===== src/rtl/adt7320_scan_ctrl.sv =====
// adt7320_scan_ctrl
// Round-robin SPI scan controller for a bank of ADT7320 temperature sensors
// that share SCLK/DIN/DOUT and each have their own active-low chip-select.
// Each chip gets one register read; results land in a packed output bus.
//
// Ports:
//   clk, reset_n      system clock, asynchronous active-low reset
//   enable            1 = scanning permitted
//   one_shot          1 = one pass over all chips per start, 0 = continuous
//   start             one-clk pulse that begins a one-shot pass (held if early)
//   addr              sensor register address, latched at each SELECT
//   results           chip k result in bits [16k+15:16k], zero-extended
//   valid, valid_chip one-clk write strobe and the slot index written
//   busy              1 while a transaction or pause is in progress
//   cs, sclk, din     sensor pins (cs active low, sclk/din idle high)
//   dout              serial data from the sensors
//
// Optional build macro ADT7320_SCAN_ALARM_EN adds alarm_limit (signed 16-bit)
// and alarm[NCHIP-1:0]; alarm[k] is 1 when slot k's signed value is at or
// above the limit, refreshed on each write of slot k.
module adt7320_scan_ctrl #(
  parameter int NCHIP       = 3,
  parameter int CLK_DIV     = 100,
  parameter int PAUSE_TICKS = 48,
  parameter int RESP_BITS   = 16
) (
  input  logic                 clk,
  input  logic                 reset_n,
  input  logic                 enable,
  input  logic                 one_shot,
  input  logic                 start,
  input  logic [2:0]           addr,
  output logic [16*NCHIP-1:0]  results,
  output logic                 valid,
  output logic [2:0]           valid_chip,
  output logic                 busy,
  output logic [NCHIP-1:0]     cs,
  output logic                 sclk,
  output logic                 din,
  input  logic                 dout
`ifdef ADT7320_SCAN_ALARM_EN
  ,
  input  logic signed [15:0]   alarm_limit,
  output logic [NCHIP-1:0]     alarm
`endif
);

  localparam int DIV_W   = $clog2(CLK_DIV);
  localparam int PAUSE_W = $clog2(PAUSE_TICKS + 1);
  localparam logic [DIV_W-1:0]   DIV_LAST   = DIV_W'(CLK_DIV - 1);
  localparam logic [PAUSE_W-1:0] PAUSE_LAST = PAUSE_W'(PAUSE_TICKS - 1);
  localparam logic [2:0]         CHIP_LAST  = 3'(NCHIP - 1);
  localparam logic [4:0]         RSP_LAST   = 5'(RESP_BITS - 1);
  localparam logic [NCHIP-1:0]   CS_IDLE    = {NCHIP{1'b1}};
  localparam logic [NCHIP-1:0]   CS_ONE     = NCHIP'(1'b1);

  typedef enum logic [2:0] {
    ST_IDLE     = 3'd0,
    ST_SELECT   = 3'd1,
    ST_CMD_LO   = 3'd2,
    ST_CMD_HI   = 3'd3,
    ST_RSP_LO   = 3'd4,
    ST_RSP_HI   = 3'd5,
    ST_DESELECT = 3'd6,
    ST_PAUSE    = 3'd7
  } state_t;

  state_t               state_r, state_n_s;
  logic [DIV_W-1:0]     div_r;
  logic                 tick_s;
  logic [2:0]           chip_r, chip_adv_s;
  logic [4:0]           bit_r;
  logic [PAUSE_W-1:0]   pause_r;
  logic [7:0]           cmd_r;
  logic [15:0]          shift_r;
  logic                 pend_r;
  logic                 pass_done_s;
  logic [NCHIP-1:0]     cs_r, cs_n_s;
  logic                 sclk_r, sclk_n_s, din_r, din_n_s;
  logic                 busy_r, valid_r;
  logic [2:0]           valid_chip_r;
  logic [16*NCHIP-1:0]  results_r;

  assign tick_s      = (div_r == DIV_LAST);
  assign chip_adv_s  = (chip_r == CHIP_LAST) ? 3'd0 : chip_r + 3'd1;
  // A one-shot pass ends once the last slot has been written.
  assign pass_done_s = one_shot && (chip_r == CHIP_LAST);

  // Tick divider: free-running 0..CLK_DIV-1.
  always_ff @(posedge clk or negedge reset_n) begin
    if (!reset_n)    div_r <= '0;
    else if (tick_s) div_r <= '0;
    else             div_r <= div_r + DIV_W'(1);
  end

  // Next state and next pin values for the state executed on this tick.
  always_comb begin
    state_n_s = state_r;
    cs_n_s    = cs_r;
    sclk_n_s  = sclk_r;
    din_n_s   = din_r;
    case (state_r)
      ST_IDLE: begin
        cs_n_s   = CS_IDLE;
        sclk_n_s = 1'b1;
        din_n_s  = 1'b1;
        if (enable && (!one_shot || pend_r)) state_n_s = ST_SELECT;
        else                                 state_n_s = ST_IDLE;
      end
      ST_SELECT: begin
        cs_n_s    = ~(CS_ONE << chip_r);
        state_n_s = ST_CMD_LO;
      end
      ST_CMD_LO: begin
        sclk_n_s  = 1'b0;
        din_n_s   = cmd_r[7];
        state_n_s = ST_CMD_HI;
      end
      ST_CMD_HI: begin
        sclk_n_s = 1'b1;
        if (bit_r == 5'd7) state_n_s = ST_RSP_LO;
        else               state_n_s = ST_CMD_LO;
      end
      ST_RSP_LO: begin
        sclk_n_s  = 1'b0;
        din_n_s   = 1'b1;
        state_n_s = ST_RSP_HI;
      end
      ST_RSP_HI: begin
        sclk_n_s = 1'b1;
        if (bit_r == RSP_LAST) state_n_s = ST_DESELECT;
        else                   state_n_s = ST_RSP_LO;
      end
      ST_DESELECT: begin
        cs_n_s    = CS_IDLE;
        state_n_s = ST_PAUSE;
      end
      ST_PAUSE: begin
        if (pause_r != PAUSE_LAST)          state_n_s = ST_PAUSE;
        else if (enable && !pass_done_s)    state_n_s = ST_SELECT;
        else                                state_n_s = ST_IDLE;
      end
      default: begin
        cs_n_s    = CS_IDLE;
        sclk_n_s  = 1'b1;
        din_n_s   = 1'b1;
        state_n_s = ST_IDLE;
      end
    endcase
  end

  // State register and tick-aligned pin/busy updates.
  always_ff @(posedge clk or negedge reset_n) begin
    if (!reset_n) begin
      state_r <= ST_IDLE;
      cs_r    <= CS_IDLE;
      sclk_r  <= 1'b1;
      din_r   <= 1'b1;
      busy_r  <= 1'b0;
    end else if (tick_s) begin
      state_r <= state_n_s;
      cs_r    <= cs_n_s;
      sclk_r  <= sclk_n_s;
      din_r   <= din_n_s;
      busy_r  <= (state_n_s != ST_IDLE);
    end
  end

  // Start capture: only honoured while idle, consumed when the pass begins.
  always_ff @(posedge clk or negedge reset_n) begin
    if (!reset_n)
      pend_r <= 1'b0;
    else if (tick_s && (state_r == ST_IDLE) && (state_n_s == ST_SELECT))
      pend_r <= 1'b0;
    else if (start && one_shot && (state_r == ST_IDLE))
      pend_r <= 1'b1;
  end

  // Shift datapath, bit/pause counters and chip index.
  always_ff @(posedge clk or negedge reset_n) begin
    if (!reset_n) begin
      cmd_r   <= 8'h00;
      shift_r <= 16'h0000;
      bit_r   <= 5'd0;
      pause_r <= '0;
      chip_r  <= 3'd0;
    end else if (tick_s) begin
      case (state_r)
        ST_SELECT: begin
          cmd_r   <= {1'b0, 1'b1, addr, 3'b000};
          shift_r <= 16'h0000;
          bit_r   <= 5'd0;
        end
        ST_CMD_HI: begin
          cmd_r <= {cmd_r[6:0], 1'b0};
          bit_r <= (bit_r == 5'd7) ? 5'd0 : bit_r + 5'd1;
        end
        ST_RSP_HI: begin
          shift_r <= {shift_r[14:0], dout};
          bit_r   <= bit_r + 5'd1;
        end
        ST_DESELECT: pause_r <= '0;
        ST_PAUSE: begin
          pause_r <= pause_r + PAUSE_W'(1);
          if (pause_r == PAUSE_LAST) chip_r <= chip_adv_s;
        end
        default: ;
      endcase
    end
  end

  // Result slot write and the single-clk valid strobe at DESELECT.
  always_ff @(posedge clk or negedge reset_n) begin
    if (!reset_n) begin
      results_r    <= '0;
      valid_r      <= 1'b0;
      valid_chip_r <= 3'd0;
    end else begin
      valid_r <= tick_s && (state_r == ST_DESELECT);
      if (tick_s && (state_r == ST_DESELECT)) begin
        valid_chip_r <= chip_r;
        for (int k = 0; k < NCHIP; k++)
          if (chip_r == 3'(k)) results_r[16*k +: 16] <= shift_r;
      end
    end
  end

`ifdef ADT7320_SCAN_ALARM_EN
  logic [NCHIP-1:0] alarm_r;

  // Threshold compare on the freshly written slot only.
  always_ff @(posedge clk or negedge reset_n) begin
    if (!reset_n)
      alarm_r <= '0;
    else if (tick_s && (state_r == ST_DESELECT))
      for (int k = 0; k < NCHIP; k++)
        if (chip_r == 3'(k)) alarm_r[k] <= ($signed(shift_r) >= alarm_limit);
  end

  assign alarm = alarm_r;
`endif

  assign results    = results_r;
  assign valid      = valid_r;
  assign valid_chip = valid_chip_r;
  assign busy       = busy_r;
  assign cs         = cs_r;
  assign sclk       = sclk_r;
  assign din        = din_r;

endmodule


===== config.mk =====
export PLATFORM = sky130hd
export DESIGN_NAME = adt7320_scan_ctrl
export DESIGN_NICKNAME = d
export VERILOG_FILES = /design/src/rtl/adt7320_scan_ctrl.sv
export SDC_FILE = /design/constraint.sdc
export NUM_CORES = 1
export LEC_CHECK = 0
export CORE_MARGIN = 2
export CORE_UTILIZATION = 46
export CTS_BUF_LIST = sky130_fd_sc_hd__clkbuf_16
export DETAILED_ROUTE_END_ITERATION = 10
export GPL_ROUTABILITY_DRIVEN = 0
export HOLD_SLACK_MARGIN = 0.03
export PLACE_DENSITY_LB_ADDON = 0.2
export SYNTH_ARGS = -nofsm -noshare
export SYNTH_HDL_FRONTEND = slang
export SYNTH_SLANG_ARGS = --single-unit

===== constraint.sdc =====
create_clock -name clk -period 3 [get_ports clk]
set_clock_uncertainty 0.15 [all_clocks]
set_input_delay 0.6 -clock clk [delete_from_list [all_inputs] [get_ports clk]]
set_output_delay 0.6 -clock clk [all_outputs]
set_load 0.01 [all_outputs]

==> reports/qor.csv <==
stage,metric,value,unit
run_status,outcome,"complete, no violations",
global_route,vias in the first global route,3070,
setup_path,Reg2Reg Depth,6,
power_and_ir_drop,leakage,2.546,nW
power_and_ir_drop,Net Sw Power,550.0,µW
synth,Synth async-reset ratio,1.000,
detailed_routing,Post-Route WL,9225,µm
synth,"Seq/Total Area, Yosys",0.5683,
global_route,largest net degree at the start of global routing,44,
setup_path,WS Path Type,reg -> reg,
synth,top-count cell post-synth,dfrtp_1,
cts,setup bufs post-CTS,0,
synth,Avg Inst Size Synth,11.95,µm²
power_and_ir_drop,total power,2.704,mW
detailed_routing,DRT Pass-1 Iters,4,
timing,f_max,394.8,MHz
timing,Worst Tran Pin Value,0.6715,ns
global_route,antenna violations before repair,0,
layout,layout cell share with drive strength beyond 1,0.2035,
detailed_routing,Vias,3099,
layout,Layout area overhead,24.23,%
power_and_ir_drop,maximum vdd drop,0.3203,mV
cts,clock root cell,clkbuf_16,
synth,Synthesized Nets,397,
synth,ranking of synthesized cells by area,"dfrtp_1, mux2_2, mux2_4",
hold_path,Hold WC Path Type,in -> async,
setup_path,Worst Path Max Fanout,16,
global_route,final global-route overflow total,0,
setup_path,crit-path max cell delay,0.62,ns
die,Core Footprint,9729,µm²
synth,synthesized area,4591,µm²
die,Top-Level Pins,67,
die,starting density of the core,0.4718,
synth,area fraction of the dominant cell type after synthesis,0.5397,
synth,distinct cell type count after synthesis,56,
cts,H-tree levels,3,
place,Port Buffers,66,
cts,CTS tree,done,
timing,Max transition margin,0.5507,
setup_path,Worst Path Required,3.09,ns
detailed_routing,1st-iter DRT viols,115,
setup_path,flop-to-flop setup slack,0.47,ns
cts,Num CTS Buffers,9,
die,full die area,10800,µm²
cts,CTS Buffer Depth,2,
timing,Fin. Hold Viols,0,
layout,Ant. Diodes,0,
detailed_routing,DR vias/cell,5.253,
power_and_ir_drop,Clk pwr share,0.466,
setup_path,CP Capture Type,register,
timing,"Setup violations, final",0,
power_and_ir_drop,combinational power share,0.016,
power_and_ir_drop,internal power,2.155,mW
layout,number of fill cells,801,
cts,worst skew pair latency,0.34,ns
cts,"Hold-fix buffers, CTS",0,
setup_path,startpoint types,register,
synth,Mapped Cells,384,
synth,leading area contributor after synthesis,dfrtp_1,
power_and_ir_drop,Seq pwr share,0.518,
job,Max-cap violations,0,
timing,Final Cycle Share,0.8444,
setup_path,cells along the critical path,"ha_1, nand2b_1, or4_4, inv_8, and2_4, mux2_2",
die,Die H,103.9,µm
timing,setup TNS,0,ns
die,Rows,36,
synth,Commonest cells post-synth,"dfrtp_1, nand2_1, mux2_2, o21ai_0, mux2_4",
detailed_routing,ANT nets after route,0,
global_route,Overall Global Routing Usage,0.1800,
global_route,first-pass GRT wire length,15560,µm
layout,final cell utilization of the core,0.5862,
power_and_ir_drop,Switching Share,0.2034,
synth,dominant synthesized flop cell,dfrtp_1,
setup_path,"Slowest-stage cell, CP",or4_4,
cts,clk slew on worst S/H paths,0.07,ns
setup_path,Reg-to-Reg Start,div_r[0],
power_and_ir_drop,Pwr per Cell Area,474.2,nW/µm²
timing,RSZ-0062 raised after global routing,no,
layout,nets@finish,465,
synth,Yosys reg bits,104,
die,chip width,103.9,µm
timing,Tmin final,2.533,ns
detailed_routing,DR WL/cell,15.64,µm
timing,Slew Limit Fails,0,
detailed_routing,DRC,0,
synth,Post-synth EDFFs,0,
cts,Resized Gates After CTS,0,
setup_path,Crit Reg-Reg Endpoint,results[35],
cts,Sink Count,104,
place,dpl hpwl,6437,µm
synth,Ys Warns,0,
setup_path,WP data arrival,2.62,ns
-- cell usage in the layout, fill, tap and decap left out, types with 5 or more instances in the layout --
cell and count:
dfstp_2 5, o21ai_0 32, buf_4 13, mux2_4 20, dfrtp_1 99, a21oi_1 9
nand3_1 10, clkbuf_16 9, nand2b_1 7, nor2_1 18, inv_1 5, mux2_2 32
nor2b_1 7, a41oi_1 5, clkdlybuf4s50_1 65, nand2_1 54
-- per-stage QoR --
| stage | cell area, µm² | setup WS [ns] | hold slack, ns | std cells |
|---|---|---|---|---|
| detailed placement | 5378 | 0.4778 | 0.3227 | 574 |
| global placement | 5378 | 0.5260 | 0.3162 | 574 |
| finish | 5703 | 0.4669 | 0.08287 | 590 |
| global route | 5703 | 0.3567 | 0.1270 | 590 |
| floorplan | 4591 | 0.5849 | 0.1544 | 384 |
| CTS | 5703 | 0.4588 | 0.1090 | 590 |
-- power by group through the flow --
stage / clock network, mW / registers, mW / logic [mW]
after floorplan: 0 / 1.43 / 0.00149
after global placement: 0 / 1.43 / 0.0444
after detailed placement: 0 / 1.43 / 0.0451
after CTS: 1.28 / 1.40 / 0.0454
after global routing: 1.35 / 1.40 / 0.0493
final: 1.26 / 1.40 / 0.0426
-- cells by family after synthesis --
group           count (synthesis)  share of synthesized area
compound gates                 61                    0.08122
xor+xnor                        6                    0.01145
fa+ha+maj                       5                    0.01308
buf+inv                        27                    0.03434
flops                         104                     0.5683
mux                            54                     0.1483
simple gates                  127                     0.1434
-- sequential cells by signal (all words and copies together), names as in the netlist, 3 cells and up --
signal / cells
cmd_r: 5
pause_r: 6
cs: 3
results: 48
shift_r: 16
bit_r: 5
state_r: 3
chip_r: 3
div_r: 7
valid_chip: 3
-- critical path, delay by kind of cell (launching register included) --
| family | cells | cell delay [ns] |
|---|---|---|
| and+or+nand+nor | 3 | 1.11 |
| DFF | 1 | 0.39 |
| muxes | 1 | 0.37 |
| adders and majority gates | 1 | 0.28 |
| buffers and inverters | 1 | 0.11 |
-- layer usage --
metal  global-route usage  up-vias  routed length (µm)
met5                    0        -                   0
met4              0.07529        0                 118
met1               0.2410     1538                4416
met3              0.02820       10                 306
li1                     -     1497                   -
met2               0.2932       54                4384
-- final cells by class --
type                            count  area (µm²)  area share
Sequential cell                   104        2609      0.4574
Timing Repair Buffer               78       748.2      0.1312
Clock buffer                        9       225.2     0.03949
Clock inverter                      7       100.1     0.01755
Multi-Input combinational cell    253        1824      0.3199
Tap cell                          133       166.4     0.02918
Inverter                            6       30.03    0.005265
-- how the worst max path moves through the flow --
| stage | cells past startpoint | start | to | slack (ns) |
|---|---|---|---|---|
| after global routing | 6 | div_r[0] | results[35] | 0.36 |
| after CTS | 6 | div_r[0] | results[35] | 0.46 |
| after floorplan | 9 | div_r[0] | results[37] | 0.58 |
| after detailed placement | 6 | div_r[0] | results[35] | 0.48 |
| final | 6 | div_r[0] | results[35] | 0.47 |
| after global placement | 6 | div_r[0] | results[34] | 0.53 |
Note: power is estimated with default switching activity, not from simulation.
